<file path="src/rtl/command_fifo_mc.sv">
// rtl/command_fifo_mc.sv - multi-channel command FIFO with round-robin registered output
// NUM_CH independent queues share one valid/ready output port.
module command_fifo_mc #(
   parameter int NUM_CH   = 4,
   parameter int DEPTH    = 16,
   parameter int WIDTH    = 16,
   parameter int AF_LEVEL = DEPTH - 2
) (
   input  logic                                    clk,
   input  logic                                    rst,
   input  logic [NUM_CH-1:0]                       wr_en,
   input  logic [NUM_CH*WIDTH-1:0]                 wr_data,
   output logic [NUM_CH-1:0]                       full,
   output logic [NUM_CH-1:0]                       almost_full,
   output logic [NUM_CH-1:0]                       overflow,
   output logic [NUM_CH*($clog2(DEPTH)+1)-1:0]     count,
   output logic                                    out_valid,
   input  logic                                    out_ready,
   output logic [WIDTH-1:0]                        out_data,
   output logic [(NUM_CH>1?$clog2(NUM_CH):1)-1:0]  out_ch
);

   localparam int AW  = $clog2(DEPTH);
   localparam int PW  = AW + 1;
   localparam int CHW = (NUM_CH > 1) ? $clog2(NUM_CH) : 1;

   logic [WIDTH-1:0] mem    [NUM_CH][DEPTH];
   logic [PW-1:0]    wr_ptr [NUM_CH];
   logic [PW-1:0]    rd_ptr [NUM_CH];
   logic [PW-1:0]    cnt    [NUM_CH];
   logic [NUM_CH-1:0] empty;
   logic [CHW-1:0]   rr_last;
   logic [CHW-1:0]   gnt;
   logic [CHW-1:0]   cand;
   logic             gnt_found;
   logic             load;
   int               idx;

   always_comb begin
      for (int c = 0; c < NUM_CH; c++) begin
         cnt[c]               = wr_ptr[c] - rd_ptr[c];
         empty[c]             = (wr_ptr[c] == rd_ptr[c]);
         full[c]              = (wr_ptr[c][AW] != rd_ptr[c][AW]) &&
                                (wr_ptr[c][AW-1:0] == rd_ptr[c][AW-1:0]);
         almost_full[c]       = int'(cnt[c]) >= AF_LEVEL;
         count[c*PW +: PW]    = cnt[c];
      end
   end

   // Search starts just after the last granted channel, so each grant rotates priority.
   always_comb begin
      gnt_found = 1'b0;
      gnt       = '0;
      idx       = 0;
      cand      = '0;
      for (int i = 1; i <= NUM_CH; i++) begin
         idx  = (int'(rr_last) + i) % NUM_CH;
         cand = CHW'(idx);
         if (!gnt_found && !empty[cand]) begin
            gnt_found = 1'b1;
            gnt       = cand;
         end
      end
   end

   assign load = !out_valid || out_ready;

   always_ff @(posedge clk) begin
      if (!rst) begin
         for (int c = 0; c < NUM_CH; c++) begin
            if (wr_en[c] && !full[c])
               mem[c][wr_ptr[c][AW-1:0]] <= wr_data[c*WIDTH +: WIDTH];
         end
      end
   end

   always_ff @(posedge clk) begin
      if (rst) begin
         for (int c = 0; c < NUM_CH; c++) begin
            wr_ptr[c] <= '0;
            rd_ptr[c] <= '0;
         end
         overflow  <= '0;
         out_valid <= 1'b0;
         out_data  <= '0;
         out_ch    <= '0;
         rr_last   <= CHW'(NUM_CH - 1);
      end else begin
         // Full is judged on start-of-cycle state: a same-cycle pop never frees room.
         for (int c = 0; c < NUM_CH; c++) begin
            if (wr_en[c]) begin
               if (full[c])
                  overflow[c] <= 1'b1;
               else
                  wr_ptr[c] <= wr_ptr[c] + PW'(1);
            end
         end
         if (load) begin
            if (gnt_found) begin
               out_data    <= mem[gnt][rd_ptr[gnt][AW-1:0]];
               out_ch      <= gnt;
               out_valid   <= 1'b1;
               rd_ptr[gnt] <= rd_ptr[gnt] + PW'(1);
               rr_last     <= gnt;
            end else begin
               out_valid <= 1'b0;
            end
         end
      end
   end

endmodule

</file>
<file path="config.mk">
export PLATFORM = sky130hd
export DESIGN_NAME = command_fifo_mc
export DESIGN_NICKNAME = d
export VERILOG_FILES = /design/src/rtl/command_fifo_mc.sv
export SDC_FILE = /design/constraint.sdc
export NUM_CORES = 1
export LEC_CHECK = 0
export BUFFER_PORTS_ARGS = -buffer_cell sky130_fd_sc_hd__buf_2
export CORE_AREA = 2 2 278 280
export DETAILED_ROUTE_END_ITERATION = 16
export DIE_AREA = 0 0 280 282
export PLACE_DENSITY = 0.76
export SYNTH_ARGS = -nofsm -noshare
export SYNTH_HDL_FRONTEND = slang
export SYNTH_SLANG_ARGS = --single-unit
</file>
<file path="constraint.sdc">
create_clock -name clk -period 5 [get_ports clk]
set_input_delay 1.5 -clock clk [delete_from_list [all_inputs] [get_ports clk]]
set_output_delay 1.5 -clock clk [all_outputs]
set_load 0.005 [all_outputs]
</file>
# Word-level counts from Yosys, hierarchy flattened
# Memory sizes are Yosys's and may differ from the RTL's.
# Index checks and enable logic that the tools add are counted.
[classes]
add_sub_neg = 13
multipliers = 0
n_div = 0
order_cmp = 17
n_eq_ne = 12
shifts = 0
mux = 68
bitwise = 9
n_reduce_logical = 32
[ops]
columns = ["operator", "count"]
rows = [
  ["$mux W256", 4],
  ["$demux W16 S4", 4],
  ["$mux W16", 6],
  ["$bmux W16 S4", 1],
  ["$mux W1", 39],
  ["$add A5 B1 Y5 const B", 5],
  ["$ge A5 B5 Y1 const B", 5],
  ["$mux W5", 5],
  ["$not A4 Y5", 5],
  ["$eq A5 B5 Y1", 4],
  ["$ge A5 B4 Y1 const B", 4],
  ["$lt A5 B1 Y1 const B", 4],
  ["$sub A5 B5 Y5", 4],
  ["$eq A4 B4 Y1", 4],
  ["$logic_and A1 B1 Y1", 15],
  ["$lt A2 B3 Y1 const B", 4],
  ["$logic_not A1 Y1", 10],
  ["$mux W2", 5],
  ["$reduce_and A2 Y1", 5],
  ["$bmux W1 S2", 4],
  ["$reduce_or A5 Y1", 1],
  ["$add A2 B1 Y2 const B", 2],
  ["$add A2 B2 Y2 const B", 2],
  ["$ne A1 B1 Y1", 4],
  ["other kinds (2)", 5],
]
[totals]
ff_bits = 25
latch_bits = 0
ram_bits = 1064
rom_bits = 0
output_inout_bits = 51
memories = 3
[mem_list]
columns = ["memory", "words", "word_bits", "rd", "rd_clocked_by_memory_dff", "wr", "line", "text"]
rows = [
  ["mem", 4, 256, 1, 0, 4, "27", "logic [WIDTH-1:0] mem [NUM_CH][DEPTH];"],
  ["rd_ptr", 4, 5, 5, 0, 4, "29", "logic [PW-1:0] rd_ptr [NUM_CH];"],
  ["wr_ptr", 4, 5, 4, 0, 4, "28", "logic [PW-1:0] wr_ptr [NUM_CH];"],
]

# Logic depth before layout (Yosys ltp)
# Gate-level depths: netlist (run 1).
[logic_depth]
ltp_word = 18
mapped_depth = 17
mapped_depth_nobuf = 13

# Least setup slack after synthesis (run 1)
# Ideal clock, no wire load.
[synth_timing]
path_type = "input to register"
startpoint = "in rst"
endpoint = "mem mem[0][224] in the netlist's numbering, enable pin"
setup_ps = 430
arrival_time_ps = 3530
required_ps = 4570
path_slack_ps = 1039
stages = 3
path_buffers = 1
cell_sequence = "nand3b_1 -> clkbuf_1 -> nor4_1"
[synth_rtl]
columns = ["element", "line", "text"]
rows = [
  ["from (decl)", "10", "input logic rst,"],
  ["to (decl)", "27", ""],
]

==> out/summary.log, run 1 <==
qor: logic_synthesis.synth.ff_latch_count 1089
qor: logic_synthesis.synth-edff-count 1064
qor: setup_path.crit_family compound AO/OA/AOI/OAI gates
qor: cts.cts_hold_buf 0
qor: cts.clock_latency 0.70 ns
qor: sta.fin_crit 4.567 ns
qor: sta.fmax 219.0 MHz
qor: pwr.power.static_leakage 17.13 nW
qor: global_route.pin_count_of_the_biggest_net_entering_global_routing 131
qor: logic_synthesis.synth-seq-area-share 71.94%
qor: cts.post_cts.resized_instances 0
qor: setup_path.cp_data_arrival_time 5.15 ns
qor: cts.cts-buffers-inserted 104
qor: run_status.run_status complete, no violations
qor: flow_run.drv.max_cap_violation_count 0
qor: sta.final_max_slew_viol_count 0
qor: global_route.leftover_overflow_at_the_end_of_global_routing 0
qor: logic_synthesis.netlist_area_before_placement 0.04511 sq mm
qor: setup_path.critPathKind flip-flop to flip-flop
qor: min_path.hold_path_start out_ch[1]
qor: layout.layout-drive-gt1-share 15.03%
qor: logic_synthesis.synth_ff_type edfxtp_1
qor: layout.utilization 67.02%
qor: setup_path.r2r-end out_data[4]
qor: global_route.grt_pass1_vias 27861
qor: min_path.holdCritPathClass flip-flop to flip-flop
qor: setup_path.critical_path_depth 10
qor: placement.finalWeightedCongestion 1.005
qor: setup_path.critical_path.slowest_cell mux4_4
qor: cts.ctsHtreeMaxLevel 3
qor: pwr.power.ir.vdd_worst 0.3316 mV
qor: sta.maxSlewHeadroom 17.16%
qor: detailed_routing.firstDrtPassIters 8
qor: pwr.power_switching 8.584 mW
qor: setup_path.timing.critical_path.cells ha_1, and4_1, a21oi_1, nor3_1, o21ai_4, mux4_4, buf_4, o211ai_1, nand3_1, o2111ai_1
qor: logic_synthesis.yosys_warnings 0
qor: cts.tritoncts built
qor: logic_synthesis.asyncSetResetFlopFracSynth 0%
qor: cts.clkSlewWorstSetupHoldPaths 0.07 ns
qor: setup_path.r2r_setup_slack 0.43 ns
qor: logic_synthesis.net_count_of_the_mapped_netlist 3202
qor: setup_path.cp_max_fo 30
qor: sta.worst_pin_slew 1.243 ns
qor: cts.cts_buffer_depth 3
qor: sta.timing_hold_violations_final 0
qor: pwr.p_int 17.09 mW
qor: setup_path.worstReg2RegStart wr_ptr[1][2]
qor: detailed_routing.drc 0
qor: pwr.power_density 506.1 mW/mm^2
qor: cts.cts_sinks 1089
qor: setup_path.reg2reg_depth 10
qor: sta.rsz0062_at_grt false
qor: setup_path.crit_buf_inv 1
qor: sta.setup_tns 0 ns
qor: detailed_routing.detailroute.via_count 29491
qor: sta.hold_slack_final 0.4595 ns
qor: logic_synthesis.yosys.cell_types.count 70
qor: layout.instances_no_fill 4287
qor: logic_synthesis.synth_area_per_cell 14.58 sq um
qor: detailed_routing.dr.first_iter.drc_count 5129
qor: global_route.grtUsageTotal 33.46%
qor: pwr.seq_power_share 40.9%
qor: detailed_routing.detail_route.wl_per_cell 30.70 um
qor: pwr.switching_share 33.43%
qor: floorplanning.die_width 280 um
qor: setup_path.slowest_delay 0.91 ns
qor: detailed_routing.ant_nets 0
qor: setup_path.setup.worst_path.end_class flip-flop
qor: floorplanning.std_cell_rows 101
qor: placement.dpl.cell_count 4089
qor: cts.post-cts-setup-buffer-count 0
qor: floorplanning.die_y 282 um
qor: sta.period_utilization_post_route 91.34%
qor: floorplanning.core_area 0.07570 sq mm
qor: min_path.min_to out_ch[1]
qor: setup_path.setup.worst_path.start_class flip-flop
qor: placement.place.port_buffers 121
qor: global_route.grt_first_pass_wirelength 191.6 mm
qor: layout.nNetsFinal 3325
qor: detailed_routing.drt-vias-per-instance 6.879
qor: sta.setup_violations 0
qor: logic_synthesis.netlist_instances 3094
qor: layout.layout_area_overhead 12.47%
qor: min_path.hold_crit_depth 2
qor: floorplanning.die-area 0.07896 sq mm
qor: pwr.totalPowerFinal 25.68 mW
qor: cts.cts-root-buf clkbuf_16
qor: pwr.power.share.clock 31.3%
qor: floorplanning.effective_utilization_at_floorplan 59.59%
qor: global_route.antenna_found_initial 5
qor: setup_path.required 5.59 ns
qor: sta.finClkSkew 0.03143 ns
qor: floorplanning.io_pins 122
qor: pwr.combPwrFrac 27.8%
qor: detailed_routing.wl 131.6 mm
qor: placement.detailedPlacementHpwl 85.76 mm
power groups by stage:
stage / logic, mW / clock network, mW / registers, mW
after floorplan: 4.22 / 0 / 10.6
after global placement: 6.70 / 0 / 10.7
after detailed placement: 6.82 / 0 / 10.7
after CTS: 6.87 / 8.07 / 10.5
after global routing: 7.47 / 8.42 / 10.5
final: 7.14 / 8.04 / 10.5
area by class of cell:
type                            count  area (sq um)
Antenna cell                        2         5.005
Tap cell                          978          1224
Inverter                           50         187.7
Clock buffer                      135          2831
Multi-Input combinational cell   1739         11810
Timing Repair Buffer              233          1572
Sequential cell                  1089         32450
Fill cell                        5034         24960
Clock inverter                     61         650.6
placed cells by master (no fill, tap or decap), types with 25 or more instances in the layout:
master | netlist | routed
edfxtp_1 | 1064 | 1064
nand2_1 | 383 | 382
a21oi_1 | 170 | 170
mux2i_1 | 169 | 169
nand3_1 | 149 | 149
buf_2 | 31 | 121
clkbuf_16 | 0 | 106
buf_4 | 0 | 102
a211oi_1 | 98 | 98
nor2_1 | 95 | 94
a311oi_1 | 88 | 88
and3_1 | 67 | 66
inv_1 | 49 | 49
o22ai_1 | 42 | 42
o21ai_0 | 38 | 38
mux4_2 | 37 | 36
ha_1 | 33 | 33
o211ai_1 | 28 | 28
nor2b_1 | 26 | 26
dfxtp_1 | 25 | 25
worst reg2reg max path, stage by stage, from the launching register on:
cell and delay, ns:
edfxtp_1 0.58, ha_1 0.44, and4_1 0.22, a21oi_1 0.47, nor3_1 0.19, o21ai_4 0.26
mux4_4 0.91, buf_4 0.35, o211ai_1 0.67, nand3_1 0.18, o2111ai_1 0.23
worst max path at each step:
stage / startpoint / end / slack [ns]
2_1_floorplan: rst / mem[0][224] / 1.04
3_3_place_gp: wr_ptr[2][2] / out_data[4] / 0.67
3_5_place_dp: wr_ptr[2][2] / out_data[4] / 0.57
4_1_cts: wr_ptr[2][2] / out_data[4] / 0.53
5_1_grt: wr_ptr[3][2] / rd_ptr[2][4] / 0.26
6_report: wr_ptr[1][2] / out_data[4] / 0.43
per-stage QoR:
stage / instance area (sq um) / setup slack, ns
after CTS: 50730 / 0.5303
after detailed placement: 47250 / 0.5663
after global routing: 50730 / 0.2625
after global placement: 47250 / 0.6729
after floorplan: 45110 / 1.039
final: 50730 / 0.4328
logic make-up after synthesis:
family / after synthesis / share of synthesized area (%)
DFF: 1089 / 71.94
and+or+nand+nor: 847 / 8.709
AOI/OAI and AO/OA: 597 / 9.209
buffers and inverters: 266 / 2.333
muxes: 223 / 6.022
adders and majority gates: 37 / 1.093
xor gates and xnor gates: 35 / 0.6962
sequential cells by signal, summed over array words and instances, names as in the netlist:
name	cells
rd_ptr	20
overflow	4
rr_last	2
wr_ptr	20
mem	1024
out_ch	2
out_data	16
out_valid	1
per-layer routing:
layer | vias to the layer above | track usage, % | share of wire, %
li1 | 12306 | - | -
met1 | 14612 | 48.74 | 38
met2 | 2302 | 49.60 | 45
met3 | 269 | 9.703 | 15
met4 | 2 | 9.461 | 2.6
met5 | - | 0 | 0.0099
synth_stat cells, drive strengths merged, types with 7 or more instances:
cell type / instances / area (sq um)
inv: 50 / 187.7
a21oi: 172 / 868.3
nand2b: 9 / 56.30
nand3: 149 / 745.7
a21o: 12 / 90.09
nand2: 384 / 1444
edfxtp: 1064 / 31950
o2bb2ai: 7 / 67.56
and3: 67 / 419.2
ha: 33 / 412.9
nor4: 20 / 131.4
mux2i: 169 / 1692
a311oi: 89 / 797.0
and2: 15 / 93.84
o211ai: 28 / 210.2
o21ai: 41 / 209.0
o31a: 7 / 61.31
a31oi: 23 / 143.9
a211oi: 98 / 735.7
or4: 8 / 60.06
dfxtp: 25 / 500.5
o22ai: 42 / 262.8
nor2b: 26 / 162.7
xor2: 17 / 148.9
o221ai: 9 / 78.83
nor3: 34 / 175.2
a211o: 19 / 166.4
nor2: 96 / 367.8
mux2: 17 / 191.4
xnor2: 18 / 165.2
a311o: 16 / 160.2
clkbuf: 135 / 506.7
buf: 81 / 357.8
o2111ai: 9 / 78.83
mux4: 37 / 833.3
nand4: 18 / 112.6
(Power assumes the default switching activity.)
==> run 2, diff against run 1 <==
Settings changed: CORE_AREA 2 2 278 280 to 2 2 451 229, DIE_AREA 0 0 280 282 to 0 0 453 231, PLACE_DENSITY 0.76 to not set.
==> run 2 against run 1 <==
Against the previous run: design area is 0.47% higher; register-to-register slack hardly changed; utilization is 17 points lower; critical path type unchanged; fmax is 0.16% higher; setup slack better by 0.0072 ns; via count is 0.90% lower; wire length is 8.6% higher.
==> out/summary.log, run 2 (synthesized netlist as in run 1, its figures left out) <==
qor: flow_run.drv.max_cap_violation_count 0
qor: setup_path.r2r_setup_slack 0.44 ns
qor: floorplanning.die_width 453 um
qor: placement.finalWeightedCongestion 0.9448
qor: pwr.power.static_leakage 17.04 nW
qor: setup_path.crit_family compound AO/OA/AOI/OAI gates
qor: sta.setup_tns 0 ns
qor: setup_path.setup.worst_path.end_class flip-flop
qor: cts.cts-buffers-inserted 96
qor: floorplanning.effective_utilization_at_floorplan 44.55%
qor: layout.insertedDiodeCount 0
qor: floorplanning.core_area 0.1013 sq mm
qor: setup_path.crit_buf_inv 2
qor: cts.clock_latency 0.71 ns
qor: cts.cts-root-buf clkbuf_16
qor: setup_path.worstReg2RegStart wr_ptr[1][2]
qor: detailed_routing.ant_nets 0
qor: detailed_routing.drc 0
qor: setup_path.cp-startpoint wr_ptr[1][2]
qor: pwr.totalPowerFinal 25.23 mW
qor: sta.fmax 219.3 MHz
qor: placement.postPlaceCellArea 0.04782 sq mm
qor: setup_path.required 5.63 ns
qor: setup_path.r2r-end out_data[9]
qor: cts.clkSlewWorstSetupHoldPaths 0.07 ns
qor: setup_path.slowest_delay 0.59 ns
qor: global_route.leftover_overflow_at_the_end_of_global_routing 0
qor: min_path.holdCritPathClass flip-flop to flip-flop
qor: global_route.grt_first_pass_wirelength 205.0 mm
qor: placement.place.port_buffers 121
qor: global_route.antenna_found_initial 5
qor: layout.fin_area 0.05097 sq mm
qor: layout.most-common-layout-cells 1064 x edfxtp_1, 382 x nand2_1, 170 x a21oi_1, 169 x mux2i_1, 149 x nand3_1
qor: setup_path.critical_path_depth 12
qor: layout.layout_commonest_cell edfxtp_1
qor: sta.final_critical_path_setup_slack 0.4401 ns
qor: detailed_routing.firstDrtPassIters 5
qor: floorplanning.io_pins 122
qor: sta.worst_pin_slew 1.153 ns
qor: placement.detailedPlacementHpwl 93.59 mm
qor: setup_path.timing.critical_path.cells ha_1, and4_1, a21oi_1, o2bb2ai_2, nor2_4, buf_12, buf_4, a311oi_1, o211ai_1, a21oi_1, or4_1, o211ai_1
qor: detailed_routing.detail_route.wl_per_cell 30.68 um
qor: layout.largest_register_ffs 1024
qor: layout.layout_area_overhead 12.99%
qor: pwr.power_density 495.0 mW/mm^2
qor: cts.post-cts-setup-buffer-count 0
qor: floorplanning.die-area 0.1046 sq mm
qor: cts.cts_sinks 1089
qor: placement.preCtsSetupSlack 0.5521 ns
qor: cts.cts_buffer_depth 3
qor: pwr.power.ir.vdd_worst 0.3645 mV
qor: cts.cts_hold_buf 0
qor: floorplanning.std_cell_rows 83
qor: layout.layout-drive-gt1-share 15.10%
qor: layout.fillers 8465
qor: cts.post_cts.resized_instances 0
qor: sta.finClkSkew 0.02443 ns
qor: sta.timing_hold_violations_final 0
qor: sta.period_utilization_post_route 91.20%
qor: run_status.run_status complete, no violations
qor: layout.nNetsFinal 3327
qor: setup_path.worstSetupEndpoint out_data[9]
qor: setup_path.cp_data_arrival_time 5.19 ns
qor: sta.maxSlewHeadroom 23.12%
qor: sta.rsz0062_at_grt false
qor: setup_path.setup.worst_path.start_class flip-flop
qor: global_route.grtUsageTotal 27.12%
qor: detailed_routing.wl 142.9 mm
qor: global_route.pin_count_of_the_biggest_net_entering_global_routing 142
qor: min_path.hold_crit_depth 2
qor: setup_path.reg2reg_depth 12
qor: layout.utilization 50.34%
qor: global_route.grt_pass1_vias 28535
qor: detailed_routing.drt-vias-per-instance 6.275
qor: sta.fin_crit 4.560 ns
qor: sta.setup_violations 0
qor: cts.tritoncts built
qor: setup_path.critical_path.slowest_cell edfxtp_1
qor: cts.ctsHtreeMaxLevel 3
qor: floorplanning.die_y 231 um
qor: setup_path.critPathKind flip-flop to flip-flop
qor: sta.final_max_slew_viol_count 0
qor: detailed_routing.detailroute.via_count 29225
qor: setup_path.cp_max_fo 71
qor: detailed_routing.dr.first_iter.drc_count 3787
[run 2: cell count changes in the layout (fill, tap and decap cells not counted), sizes merged]
cell	before	now
buf	233	243
bufinv	12	11
clkbuf	135	112
clkinv	40	42
clkinvlp	3	2
diode	2	0
inv	56	59
[run 2: worst min-delay path by stage]
stage,start,slack (ns),to
finish,out_ch[1],0.47,out_ch[1]
global route,out_ch[1],0.49,out_ch[1]
CTS,out_ch[1],0.47,out_ch[1]
detailed placement,out_ch[1],0.45,out_ch[1]
global placement,overflow[1],0.45,overflow[1]
floorplan,out_ch[1],0.45,out_ch[1]
[run 2: where the power goes]
group	internal, mW	switching, mW	total [mW]
Combinational	2.21	4.92	7.13
Clock	4.18	3.45	7.63
Sequential	10.3	0.191	10.5
Total	16.7	8.56	25.2
[run 2: layout make-up]
cell class | instances | area (sq um) | share of cell area, %
tap | 1360 | 1702 | 3.338
multi-input combinational | 1739 | 11820 | 23.19
inverter | 50 | 187.7 | 0.3682
clock inverter | 64 | 649.4 | 1.274
sequential | 1089 | 32450 | 63.67
clock buffer | 112 | 2504 | 4.912
timing repair buffer | 243 | 1659 | 3.255
[run 2: metal layers]
layer / wire, um / up-vias / GRT usage [%] / part of all wire [%]
met1: 64840 / 14997 / 42.70 / 45
met3: 14110 / 220 / 5.114 / 9.9
met2: 59850 / 1712 / 37.95 / 42
li1: - / 12296 / - / -
met5: 0 / - / 0 / 0
met4: 4095 / 0 / 7.688 / 2.9
[run 2: tightest hold or removal path: cells and delay by family (launching register included)]
kind             cells  cell delay [ns]
AND/OR/NAND/NOR      1             0.05
flip-flops           1             0.31
AO/OA/AOI/OAI        1             0.06
[run 2: per-stage QoR]
stage               hold slack (ns)  instances
global placement             0.4467       4481
detailed placement           0.4487       4481
global route                 0.4876       4657
CTS                          0.4668       4657
finish                       0.4698       4657
floorplan                    0.4527       3094
